### src/rtl/wb_queue.sv
// Writeback queue: buffers ALU/memory results in order, drains one entry per
// cycle into the register bank write port, and forwards queued data to reads.
//
// Ports:
//   clk, reset (async, active-low)
//   mem_valid/mem_ready/mem_dr/mem_data : memory result handshake
//   alu_valid/alu_ready/alu_dr/alu_data : ALU result handshake
//   write/dr/wrData                     : register bank write port
//   sr1/sr2 -> fwd1_hit/fwd1_data, fwd2_hit/fwd2_data : forwarding lookups
//   count                               : occupied entries (0..DEPTH)
module wb_queue #(
    parameter int DEPTH = 4
) (
    input  logic                     clk,
    input  logic                     reset,
    input  logic                     mem_valid,
    output logic                     mem_ready,
    input  logic [4:0]               mem_dr,
    input  logic [31:0]              mem_data,
    input  logic                     alu_valid,
    output logic                     alu_ready,
    input  logic [4:0]               alu_dr,
    input  logic [31:0]              alu_data,
    output logic                     write,
    output logic [4:0]               dr,
    output logic [31:0]              wrData,
    input  logic [4:0]               sr1,
    input  logic [4:0]               sr2,
    output logic                     fwd1_hit,
    output logic [31:0]              fwd1_data,
    output logic                     fwd2_hit,
    output logic [31:0]              fwd2_data,
    output logic [$clog2(DEPTH):0]   count
);

    localparam int AW = $clog2(DEPTH);
    localparam int CW = AW + 1;

    logic [4:0]    q_dr   [DEPTH];
    logic [31:0]   q_data [DEPTH];
    logic [AW-1:0] head;
    logic [AW-1:0] tail;
    logic [CW-1:0] free;
    logic          mem_acc;
    logic          alu_acc;
    logic [AW-1:0] alu_slot;
    logic [1:0]    n_acc;

    // Free space ignores the entry draining this cycle, so readies depend
    // only on registered state.
    assign free      = CW'(DEPTH) - count;
    assign mem_ready = (free >= CW'(1));
    assign alu_ready = mem_valid ? (free >= CW'(2)) : (free >= CW'(1));

    assign mem_acc  = mem_valid & mem_ready;
    assign alu_acc  = alu_valid & alu_ready;
    assign n_acc    = {1'b0, mem_acc} + {1'b0, alu_acc};
    // Memory result is older when both arrive together.
    assign alu_slot = mem_acc ? tail + AW'(1) : tail;

    assign write  = (count != '0);
    assign dr     = write ? q_dr[head]   : 5'd0;
    assign wrData = write ? q_data[head] : 32'd0;

    // Scan oldest to youngest so the last match wins.
    always_comb begin
        logic [AW-1:0] idx;
        fwd1_hit  = 1'b0;
        fwd1_data = 32'd0;
        fwd2_hit  = 1'b0;
        fwd2_data = 32'd0;
        idx       = head;
        for (int i = 0; i < DEPTH; i++) begin
            idx = head + AW'(i);
            if (CW'(i) < count) begin
                if (q_dr[idx] == sr1) begin
                    fwd1_hit  = 1'b1;
                    fwd1_data = q_data[idx];
                end
                if (q_dr[idx] == sr2) begin
                    fwd2_hit  = 1'b1;
                    fwd2_data = q_data[idx];
                end
            end
        end
    end

    always_ff @(posedge clk or negedge reset) begin
        if (!reset) begin
            head  <= '0;
            tail  <= '0;
            count <= '0;
            for (int i = 0; i < DEPTH; i++) begin
                q_dr[i]   <= 5'd0;
                q_data[i] <= 32'd0;
            end
        end else begin
            if (mem_acc) begin
                q_dr[tail]   <= mem_dr;
                q_data[tail] <= mem_data;
            end
            if (alu_acc) begin
                q_dr[alu_slot]   <= alu_dr;
                q_data[alu_slot] <= alu_data;
            end
            tail <= tail + AW'(n_acc);
            if (write)
                head <= head + AW'(1);
            count <= count + CW'(n_acc) - CW'(write);
        end
    end

endmodule

### config.mk
export PLATFORM = sky130hd
export DESIGN_NAME = wb_queue
export DESIGN_NICKNAME = d
export VERILOG_FILES = /design/src/rtl/wb_queue.sv
export SDC_FILE = /design/constraint.sdc
export NUM_CORES = 1
export LEC_CHECK = 0
export CAP_MARGIN = 0
export CORE_MARGIN = 2
export CORE_UTILIZATION = 35
export DETAILED_ROUTE_END_ITERATION = 6
export PLACE_DENSITY = 0.61
export SLEW_MARGIN = 10
export SYNTH_ARGS = -nofsm -noshare
export SYNTH_HDL_FRONTEND = slang
export SYNTH_SLANG_ARGS = --single-unit
### constraint.sdc
create_clock -name clk -period 9.9 [get_ports clk]
set_input_delay 1.98 -clock clk [delete_from_list [all_inputs] [get_ports clk]]
set_output_delay 1.98 -clock clk [all_outputs]
set_load 0.02 [all_outputs]
### Yosys cells after proc, flatten, opt, wreduce, memory -nomap -nowiden

Index checks and enable logic that the tools add are counted.
W data, S select, Z words.

| word-level totals | value |
|---|---|
| bits in registers | 155 |
| bits in latches | 0 |
| RAM bits | 0 |
| bits in read-only memories | 0 |
| bits of input ports | 88 |
| logic and storage cells | 129 |
| memories | 0 |

| operators by class | value |
|---|---|
| add/sub/neg operators | 9 |
| multipliers | 0 |
| divide/modulo/power cells | 0 |
| order comparisons | 14 |
| equality and inequality tests | 8 |
| shifts and indexed selects | 0 |
| mux-type cells | 76 |
| bitwise logic cells | 8 |
| reduce and logical (&&, ||, !) cells | 3 |

Operators by type and width:

| operator | number |
|---|---|
| $mux W32 | 27 |
| $bmux W32 S2 | 4 |
| $bwmux W128 | 2 |
| $mux W128 | 2 |
| $demux W32 S2 | 2 |
| $mux W5 | 11 |
| $bmux W5 S2 | 4 |
| $bwmux W20 | 2 |
| $eq A5 B5 Y1 | 8 |
| $mux W20 | 2 |
| $demux W5 S2 | 2 |
| $ge A3 B3 Y1 const B | 6 |
| $not A2 Y3 | 6 |
| $mux W1 | 17 |
| $lt A1 B3 Y1 const A | 2 |
| $lt A2 B3 Y1 const A | 2 |
| $lt A3 B1 Y1 const B | 2 |
| $add A2 B1 Y2 const B | 2 |
| $add A2 B2 Y2 const B | 2 |
| $add A3 B2 Y3 | 1 |
| $ge A3 B1 Y1 const B | 1 |
| $ge A3 B2 Y1 const B | 1 |
| $reduce_bool A3 Y1 | 1 |
| $sub A3 B1 Y3 | 1 |
| 6 further kinds | 8 |

### Depth between registers and ports, before layout

Gate-level depths: netlist of the first run.

| depth | value |
|---|---|
| word-level depth | 13 |
| gate-level depth with buffers | 15 |
| gate-level depth less buffers | 15 |

### Worst setup path after synthesis of the first run

Ideal clock, no wire load.

| timing | value |
|---|---|
| path type | input -> output |
| start point | input port sr1[2] |
| end point | output port fwd1_data[10] |
| arrival time | 3747 ps |
| data required time | 7920 ps |
| path slack | 4173 ps |
| cell stages on the path | 8 |
| path through | clkbuf_1 > xnor2_1 > o21ai_1 > or2_2 > clkbuf_1 > clkbuf_1 > a21oi_1 > a211oi_1 |

| between the ends | value |
|---|---|
| word-level cells in the longest chain between the ends | 9 |

RTL lines:

| element | RTL line | source |
|---|---|---|
| start, declared | 27 | `input logic [4:0] sr1,` |
| $eq A5 B5 Y1 | 76 | `if (q_dr[idx] == sr1) begin` |
| $mux W32 | 76 |  |
| $mux W32 | 75 | `if (CW'(i) < count) begin` |
| $mux W32 | 76 |  |
| $mux W32 | 75 |  |
| $mux W32 | 76 |  |
| $mux W32 | 75 |  |
| $mux W32 | 76 |  |
| $mux W32 * | 75 |  |
| end, declared | 30 | `output logic [31:0] fwd1_data,` |

Mark *: on every way between the ends. The rest lies on a longest branch, timed or not.

### Final worst setup path of the first run

| timing | value |
|---|---|
| start point | input port sr2[1] |
| end point | output port fwd2_data[1] |

| between the ends | value |
|---|---|
| word-level cells in the longest chain between the ends | 9 |

RTL lines:

| element | RTL line | source |
|---|---|---|
| start, declared | 28 | `input logic [4:0] sr2,` |
| $eq A5 B5 Y1 | 80 | `if (q_dr[idx] == sr2) begin` |
| $mux W32 | 80 |  |
| $mux W32 | 75 |  |
| $mux W32 | 80 |  |
| $mux W32 | 75 |  |
| $mux W32 | 80 |  |
| $mux W32 | 75 |  |
| $mux W32 | 80 |  |
| $mux W32 * | 75 |  |
| end, declared | 32 | `output logic [31:0] fwd2_data,` |

Marks and branches as above.

==> results of run 1 <==
[synthesized netlist by cell type, types with 2 or more instances]
cell type	n	area (um2)
nor3_1	97	485.5
nor4_1	3	18.77
xor2_1	14	122.6
nand3_1	6	30.03
o311a_1	31	310.3
or3_1	3	18.77
a21oi_1	141	705.7
nor3b_1	3	22.52
and2_1	7	43.79
o21ai_1	2	10.01
ha_1	13	162.7
o31ai_2	28	350.3
nor2_1	201	754.5
nand2_1	146	548.0
inv_1	11	41.29
nand3b_1	31	232.7
buf_2	36	180.2
xnor2_1	32	280.3
dfrtp_1	155	3879
o31ai_1	3	22.52
o31a_1	2	17.52
o21bai_1	2	15.01
nand4_1	4	25.02
buf_6	9	101.4
mux2i_1	280	2803
buf_1	21	78.83
o21ai_0	105	525.5
a211oi_1	32	240.2
buf_4	2	15.01
mux2_2	65	732.0
clkbuf_1	77	289.0
mux4_2	10	225.2
mux4_1	9	236.5
[metal layers]
metal  track usage (%)  wire length (um)  share of wire [%]
met4             7.668              1279                2.6
met3             4.579              3486                7.2
met1             31.20             21330                 44
met5                 0                 0                  0
met2             38.99             22580                 46
[layout make-up]
type,instances,area [um2],share of cell area [%]
well taps,518,648.1,3.943
clock buffers,18,429.2,2.611
clock inverters,14,125.1,0.7613
multi-input cells,1283,9188,55.90
diodes,1,2.502,0.01523
inverters,13,51.30,0.3121
repair buffers,215,2106,12.81
flip-flops and latches,155,3886,23.64
[power breakdown]
group,switching [mW],internal (mW)
combinational,3.01,2.17
clock,0.307,0.332
sequential,0.376,0.973
[flip-flops by register name, summed over array words and instances (netlist names)]
| name | cells |
|---|---|
| count | 3 |
| head | 2 |
| q_data | 128 |
| q_dr | 20 |
| tail | 2 |
[logic make-up after synthesis]
logic type | synth area share (%)
DFF | 28.33
buffers and inverters | 5.355
adders and majority gates | 1.334
AOI/OAI and AO/OA | 16.25
and+or+nand+nor | 16.61
muxes | 29.18
xor gates and xnor gates | 2.942
[through the flow]
stage	instance area, um2	total power [mW]	hold slack (ns)	util, %	setup slack [ns]
finish	16440	7.164	0.5955	42.53	2.291
global route	16440	7.630	0.6255	42.53	2.117
CTS	16430	7.129	0.5990	42.52	2.308
detailed placement	15880	6.468	0.5804	41.09	2.311
global placement	15880	6.371	0.5640	41.09	2.280
floorplan	13690	4.719	0.5449	-	4.173
[cells in the final DEF (no fill, tap or decap), types with 4 or more instances in the layout]
cell type        netlist  final
xor2_1                14     14
xnor2_1               32     32
inv_6                  0      6
clkdlybuf4s50_1        0    195
nand4_1                4      4
o311a_1               31     31
a211oi_1              32     32
nor3_1                97     97
nand3_1                6      5
dfrtp_1              155    153
nand2_1              146    141
mux2i_1              280    280
mux4_1                 9      9
nor2_1               201    200
ha_1                  13     12
mux4_2                10     10
and2_1                 7      6
o21ai_0              105    105
clkbuf_16              0     17
mux2_2                65     65
nand2_2                0      5
inv_1                 11     11
o31ai_2               28     28
nand3b_1              31     31
a21oi_1              141    138
buf_4                  2     19
[worst max-delay path by stage]
stage	startpoint	end	slack, ns	cells after the start
2_1_floorplan	sr1[2]	fwd1_data[10]	4.17	8
3_3_place_gp	sr2[1]	fwd2_data[1]	2.28	7
3_5_place_dp	sr2[1]	fwd2_data[1]	2.31	7
4_1_cts	sr2[1]	fwd2_data[1]	2.31	7
5_1_grt	sr1[1]	fwd1_data[21]	2.12	7
6_report	sr2[1]	fwd2_data[1]	2.29	7
[worst max-delay path, stage by stage]
cell and delay (ns):
clkdlybuf4s50_1 0.53, xor2_1 0.22, nor4_2 0.30, nand3_2 0.87, o311a_1 0.68, o31ai_1 0.36
clkdlybuf4s50_1 0.68
==> results by group, run 1 <==
Min path
  • Worst hold start: q_data[53]
  • Hold depth: 2
  • Hold Crit Endpoint: q_data[53]
  • HP Class: flop to flop

Cells and area
  • Layout area overhead: 20.03%
  • Filler cell count: 3811
  • Post-Layout Cell Count: ~2200
  • Share of layout cells above drive strength 1: a little over a tenth
  • Final nets: around 1800

Synth
  • Syn Std Cell Area: 0.01369 mm2
  • Ys flop type: dfrtp_1
  • Post-synth EDFFs: 0
  • Syn Area/Cell: approximately 8.6 um2
  • Synthesized netlist net count: ~1700
  • Asr flop ratio synth: 100.0%
  • Cell variety after synth: 49
  • Synthesis warning total: 0
  • Cells after Synth: between 1500 and 2000
  • Seq cells post-synth: 155
  • Seq/Total Area, Yosys: between 20% and 30%

Placed design
  • Port buffer count: 196
  • Post-detail-place hpwl: ~31000 um
  • Routability-driven placement congestion ratio: roughly 0.86
  • Inst Count DP: between 2000 and 2500

Clocking
  • Number of gates resized after cts: 0
  • H-tree levels: 4
  • CTS tree: built
  • Clk pin slew, worst setup/hold paths: around 0.070 ns
  • CTS Sinks: 155
  • Longest Clk Path Bufs: 2
  • Root buf cell: clkbuf_16
  • Num CTS Buffers: 17
  • Clock latency on the worst-skew pair: about 0.43 ns
  • Hold buffers post-CTS: 0
  • Post-CTS setup buffers: 0

Run status
  • Status: finished clean

Detailed routing
  • Detailed Routing Iterations Pass 1: 5
  • # DRC: 0
  • Antenna viol nets, final: 0
  • Vias: 12780
  • Post-Route WL: just under 50000 um
  • DRT iter0 DRCs: between 1000 and 1500
  • Drt wl/cell: between 20 and 25 um
  • Via density: between 5 and 6

Global route
  • Tot GR Track Use: between 20% and 30%
  • Initial antenna violation count: 2
  • Number of global-route vias before repair: between 10000 and 15000
  • Total gr overflow: 0
  • Global-route wire length before repair: 75070 um
  • Pin count of the biggest net entering global routing: between 90 and 100

Power and ir drop
  • Pwr dens: around 440 mW/mm2
  • LEAKAGE: approximately 7.2 nW
  • Peak supply drop: 240.8 uV

STA
  • RSZ-0062 raised after global routing: no
  • Post-route setup TNS: 0 ns
  • Slew HR: 23.72%
  • Final setup violation count: 0
  • Worst Tran Pin Value: approximately 1.1 ns
  • Layout Skew: about 0.0092 ns
  • Hold Vio Cnt, Final: 0
  • Max Clk Rate: between 0.1 and 0.15 GHz
  • Minimum clock period: around 7.6 ns
  • Final worst path period share: a little under 80%
  • Pins Over Slew Limit: 0

Setup path
  • Crit path launch type: input pin
  • Worst Path Required: 7.92 ns
  • CP arrival: 5.63 ns
  • Flop2flop setup slack: ~5.5 ns
  • CP endpoint kind: output port
  • Reg2reg end: q_data[31]
  • Setup CP Type: input pin to output port
  • Depth of the most critical reg-to-reg path: 8
  • Max FO, Critical Path: 33
  • Reg-to-reg startpoint: count[2]

Die
  • Chip height: roughly 200 um
  • Die ar.: roughly 0.041 mm2
  • Core area: 0.03865 mm2
  • Top Ports: a little under 200
  • Initial core utilization: 35.43%
  • Die span in x: between 200 and 250 um
  • # rows: 72

Run
  • Maxcap violations: 0
(Power assumes the default switching activity.)
==> run 2, diff against run 1 <==
clock period = 7.63 ns   (was 9.9 ns; I/O delays follow)
==> run 2 against run 1 <==
Compared with the run above:
- clock power up 42%
- die area unchanged
- wire length up 0.22%
- worst hold slack better by 0.0021 ns
- sequential share of layout area down 0.10 points
- flip-flop and latch count unchanged
- cell count about the same
- clock skew up 0.0054 ns
- critical path type unchanged
- critical endpoint is now fwd1_data[0]
- largest cell class unchanged
- largest power group unchanged
==> results by group, run 2 (synthesis results as in run 1) <==
Run status
  • Status: finished clean

Setup path
  • Worst Path Required: 6.10 ns
  • CP arrival: just over 5 ns
  • Setup CP Type: input pin to output port
  • CP Cell Sequence: clkdlybuf4s50_1, xor2_1, nor4_1, and3_2, buf_4, nor3_1, a211oi_1, clkdlybuf4s50_1
  • Worst path bufs/invs: 3
  • Most frequent CP cell: clkdlybuf4s50_1
  • Slowest-stage cell, CP: and3_2
  • Largest stage delay, worst path: 0.73 ns
  • Max FO, Critical Path: 23
  • Crit path launch type: input pin
  • CP endpoint kind: output port
  • Family with the most delay on the worst path: buffers and inverters

Detailed routing
  • Via density: roughly 5.8
  • Drt wl/cell: roughly 22 um
  • Detailed Routing Iterations Pass 1: 5
  • Vias: around 13000
  • DRT iter0 DRCs: 1007
  • Post-Route WL: around 50000 um
  • WL met3: 3273 um
  • # DRC: 0
  • Antenna viol nets, final: 0
  • Metal2 WL: 22160 um
  • DRT met1 WL: 21290 um
  • Top sig layer: met5

Global route
  • Initial antenna violation count: 1
  • Number of global-route vias before repair: about 13000
  • Tot GR Track Use: around a quarter
  • Pin count of the biggest net entering global routing: around 110
  • Total gr overflow: 0
  • Global-route wire length before repair: about 75000 um

Die
  • Die span in x: about 200 um
  • Die ar.: between 0.04 and 0.05 mm2
  • Top Ports: a little under 200
  • Chip height: around 200 um
  • Initial core utilization: between 30% and 40%
  • Core area: between 0.03 and 0.04 mm2
  • # rows: 72

Run
  • Maxcap violations: 0

Cells and area
  • Filler cell count: 3793
  • Layout area overhead: 20.55%
  • Share of layout cells above drive strength 1: around a tenth
  • Diode count: 0
  • Multi-input gate area: approximately 0.0092 mm2
  • Most frequent cells in the layout: 280 x mux2i_1, 200 x nor2_1, 195 x clkdlybuf4s50_1
  • Register area: approximately 0.0039 mm2
  • Top reg by flops: q_data
  • Final nets: approximately 1800
  • Largest register FFs: between 100 and 150
  • Largest registers: q_data (128), q_dr (20), count (3)
  • Most common cell after layout, fill and taps aside: mux2i_1

Clocking
  • Clk pin slew, worst setup/hold paths: roughly 0.060 ns
  • Hold buffers post-CTS: 0
  • Clock latency on the worst-skew pair: approximately 0.44 ns
  • H-tree levels: 4
  • Post-CTS setup buffers: 0
  • CTS Sinks: between 150 and 200
  • CTS tree: built
  • Num CTS Buffers: 17
  • Longest Clk Path Bufs: 2
  • Root buf cell: clkbuf_16
  • Number of gates resized after cts: 0

STA
  • Final worst slack: about 0.92 ns
  • Hold Vio Cnt, Final: 0
  • Pins Over Slew Limit: 0
  • Final setup violation count: 0
  • Minimum clock period: around 6.7 ns
  • RSZ-0062 raised after global routing: no
  • Slew HR: 21.79%
  • Max Clk Rate: around 0.15 GHz
  • Post-route setup TNS: 0 ns
  • Final worst path period share: approximately 90%
  • Worst Tran Pin Value: ~1.2 ns
  • Layout Skew: 0.01457 ns

Placed design
  • Port buffer count: 196
  • Post-Place Worst Slack: around 0.94 ns
  • Post-detail-place hpwl: roughly 32000 um
  • Routability-driven placement congestion ratio: between 0.8 and 0.9

Power and ir drop
  • Peak supply drop: roughly 330 uV
  • LEAKAGE: 7.195 nW
  • Pwr dens: 568.2 mW/mm2

Min path
  • HP Class: flop to flop
-- run 2: metrics by stage --
| step | cell area [um2] | hold WS, ns | utilization, % | total power, mW | std cells |
|---|---|---|---|---|---|
| 6_report | 16510 | 0.5976 | 42.71 | 9.379 | 2218 |
| 5_1_grt | 16510 | 0.6256 | 42.71 | 9.973 | 2218 |
| 4_1_cts | 16510 | 0.6007 | 42.71 | 9.332 | 2218 |
| 3_5_place_dp | 15910 | 0.5849 | 41.16 | 8.382 | 2188 |
| 3_3_place_gp | 15910 | 0.5649 | 41.16 | 8.290 | 2188 |
| 2_1_floorplan | 13690 | 0.5449 | - | 6.123 | 1597 |
-- run 2: worst paths after layout --
| kind | to | slack (ns) | cells past startpoint | start |
|---|---|---|---|---|
| min reg2reg | q_data[33] | 0.60 | 2 | q_data[33] |
| max | fwd1_data[0] | 0.92 | 8 | sr1[0] |
| max reg2reg | q_data[36] | 3.13 | 8 | count[2] |
| min in group asynchronous | q_dr[15] | 1.21 | 1 | reset |
| min | q_data[33] | 0.60 | 2 | q_data[33] |
| max in group asynchronous | head[0] | 5.01 | 2 | reset |
-- run 2: per-layer routing --
metal	vias up	track usage, %
met5	-	0
met4	2	10.48
met3	105	4.853
met2	547	38.08
met1	6250	31.06
li1	5958	-
-- run 2: layout make-up --
class / count / area share (%)
Multi-Input combinational cell: 1283 / 55.66
Clock buffer: 22 / 2.751
Sequential cell: 155 / 23.54
Timing Repair Buffer: 219 / 12.94
Inverter: 13 / 0.3108
Tap cell: 518 / 3.926
Clock inverter: 8 / 0.8717
-- run 2: worst min-delay path: cells and delay by family, from the launching register on --
| family | cells | cell delay [ns] |
|---|---|---|
| flip-flops | 1 | 0.36 |
| AO/OA/AOI/OAI | 1 | 0.13 |
| multiplexers | 1 | 0.07 |
-- run 2: power by group --
group | total, mW | leakage (nW) | internal, mW | switching (mW)
sequential | 1.70 | 1.82 | 1.27 | 0.436
clock | 0.909 | 0.294 | 0.552 | 0.357
combinational | 6.77 | 5.08 | 2.81 | 3.96
total | 9.38 | 7.19 | 4.62 | 4.75
==> run 3, diff against run 2 <==
CELL_PAD_IN_SITES_DETAIL_PLACEMENT = 1   (was not set)
CELL_PAD_IN_SITES_GLOBAL_PLACEMENT = 1   (was not set)
CTS_BUF_LIST = sky130_fd_sc_hd__clkbuf_4 sky130_fd_sc_hd__clkbuf_8 sky130_fd_sc_hd__clkbuf_16   (was not set)
PLACE_DENSITY = 0.76   (was 0.61)
==> run 3 against run 2 <==
Compared with the run above:
- worst hold slack better by 0.0043 ns
- flip-flop and latch count stayed put
- clock skew decreased by 0.0015 ns
- critical path type unchanged
- critical path depth unchanged
- maximum frequency is 1.2% higher
- the flow now finishes with violations (DRC)
- design area grew 0.39%
- via count up 2.2%
- global-route usage grew 1.6 points
- sequential power hardly changed
- sequential share of layout area is 0.092 points lower
- count of clock-buffer cells in the layout is 2 lower
- register-to-register slack gained 0.06 ns
==> results by group, run 3 (synthesis results as in run 1) <==
Run status
  • Status: complete, but fails checks
  • Failing checks: DRC

Cells and area
  • Multi-input gate area: about 0.0092 mm2
  • Most frequent cells in the layout: 280 x mux2i_1, 200 x nor2_1, 195 x clkdlybuf4s50_1
  • Top reg by flops: q_data
  • Post-layout instance area: between 0.015 and 0.02 mm2
  • Layout area overhead: 21.02%
  • Largest register FFs: about 130
  • Filler cell count: between 4000 and 5000
  • Largest registers: q_data (128), q_dr (20), count (3)
  • Most common cell after layout, fill and taps aside: mux2i_1
  • Register area: around 0.0039 mm2
  • Final nets: about 1800
  • Share of layout cells above drive strength 1: approximately 11%
  • Final Util: between 40 and 50%

Setup path
  • Crit path launch type: input pin
  • CP endpoint kind: output port
  • Max FO, Critical Path: 33
  • Reg2reg end: q_data[56]
  • Depth of the most critical reg-to-reg path: 8
  • Flop2flop setup slack: 3.19 ns
  • CP arrival: 5.10 ns
  • Worst Path Required: between 6 and 7 ns
  • Setup CP Type: input pin to output port
  • Reg-to-reg startpoint: count[2]

Clocking
  • Root buf cell: clkbuf_16
  • Clock latency on the worst-skew pair: about 0.46 ns
  • Number of gates resized after cts: 0
  • H-tree levels: 4
  • Hold buffers post-CTS: 0
  • Num CTS Buffers: 17
  • Post-CTS setup buffers: 0
  • Longest Clk Path Bufs: 2
  • CTS tree: built
  • CTS Sinks: 155
  • Clk pin slew, worst setup/hold paths: roughly 0.07 ns

Min path
  • Hold Crit Endpoint: q_data[35]
  • Worst hold start: q_data[35]
  • Hold depth: 2
  • HP Class: flop to flop

Global route
  • Tot GR Track Use: approximately 25%
  • Initial antenna violation count: 2
  • Total gr overflow: 0
  • Number of global-route vias before repair: between 10000 and 15000
  • Global-route wire length before repair: ~80000 um
  • Pin count of the biggest net entering global routing: 94

STA
  • Layout Skew: roughly 0.013 ns
  • Final worst path period share: between 80% and 90%
  • Minimum clock period: between 6 and 7 ns
  • Slew HR: around an eighth
  • RSZ-0062 raised after global routing: no
  • Pins Over Slew Limit: 0
  • Worst Tran Pin Value: around 1.3 ns
  • Hold Vio Cnt, Final: 0
  • Post-route setup TNS: 0 ns
  • Max Clk Rate: approximately 0.15 GHz
  • Final worst slack: between 1 and 1.5 ns
  • Final setup violation count: 0

Power and ir drop
  • Pwr dens: between 500 and 600 mW/mm2
  • Final Power: ~9.5 mW
  • LEAKAGE: between 7 and 8 nW
  • Peak supply drop: between 200 and 300 uV

Detailed routing
  • Antenna viol nets, final: 0
  • Detailed Routing Iterations Pass 1: 7
  • Vias: between 10000 and 15000
  • DRT iter0 DRCs: 815
  • Post-Route WL: just over 50000 um
  • # DRC: 3
  • Via density: 5.893
  • Drt wl/cell: between 20 and 25 um

Placed design
  • Post-detail-place hpwl: roughly 34000 um
  • Port buffer count: slightly below 200
  • Post-Place Worst Slack: about 1.1 ns
  • Cell Area, Placed: 0.01596 mm2
  • Routability-driven placement congestion ratio: 0.8393

Die
  • # rows: 72
  • Die span in x: about 200 um
  • Top Ports: around 200
  • Die ar.: between 0.04 and 0.05 mm2
  • Initial core utilization: between 30% and 40%
  • Core area: a little under 0.04 mm2
  • Chip height: between 200 and 250 um

Run
  • Maxcap violations: 0
==> run 3: layer usage <==
layer  track usage, %  part of all wire [%]  routed length (um)  vias up
met5                0                     0                   0        -
met4            9.638                   2.6                1365        0
met3            4.015                   6.3                3271       82
met2            42.94                    48               24900      465
met1            32.56                    43               22300     6618
li1                 -                     -                   -     5977
==> run 3: how the worst max path moves through the flow <==
stage | start | to | slack, ns
6_report | sr1[2] | fwd1_data[0] | 1.00
5_1_grt | sr1[1] | fwd1_data[1] | 0.99
4_1_cts | sr1[1] | fwd1_data[1] | 1.08
3_5_place_dp | sr1[1] | fwd1_data[1] | 1.08
3_3_place_gp | sr1[1] | fwd1_data[1] | 1.07
2_1_floorplan | sr1[2] | fwd1_data[10] | 2.81
==> run 3: critical path: stages <==
cell and delay, ns:
clkdlybuf4s50_1 0.60, xnor2_1 0.17, o21ai_4 0.47, or2_2 0.73, buf_4 0.32, a21oi_1 0.09, a211oi_1 0.46, clkdlybuf4s50_1 0.71
==> run 3: report_power, final <==
part,switching (mW),total [mW],leakage [nW],internal [mW]
clock,0.380,0.885,0.286,0.505
combinational,4.07,6.90,5.12,2.83
sequential,0.413,1.68,1.82,1.27
==> run 3: per-stage QoR <==
step / hold WS, ns / instances
2_1_floorplan: 0.5449 / 1597
3_3_place_gp: 0.5698 / 2196
3_5_place_dp: 0.5813 / 2196
4_1_cts: 0.6022 / 2228
5_1_grt: 0.6349 / 2230
6_report: 0.6019 / 2230
==> run 3: layout make-up <==
| cell class | count | area share [%] |
|---|---|---|
| timing repair buffer | 227 | 13.25 |
| inverter | 13 | 0.3096 |
| sequential | 155 | 23.45 |
| clock inverter | 12 | 0.8456 |
| multi-input combinational | 1283 | 55.42 |
| clock buffer | 20 | 2.778 |
| antenna | 2 | 0.03020 |
| tap | 518 | 3.911 |
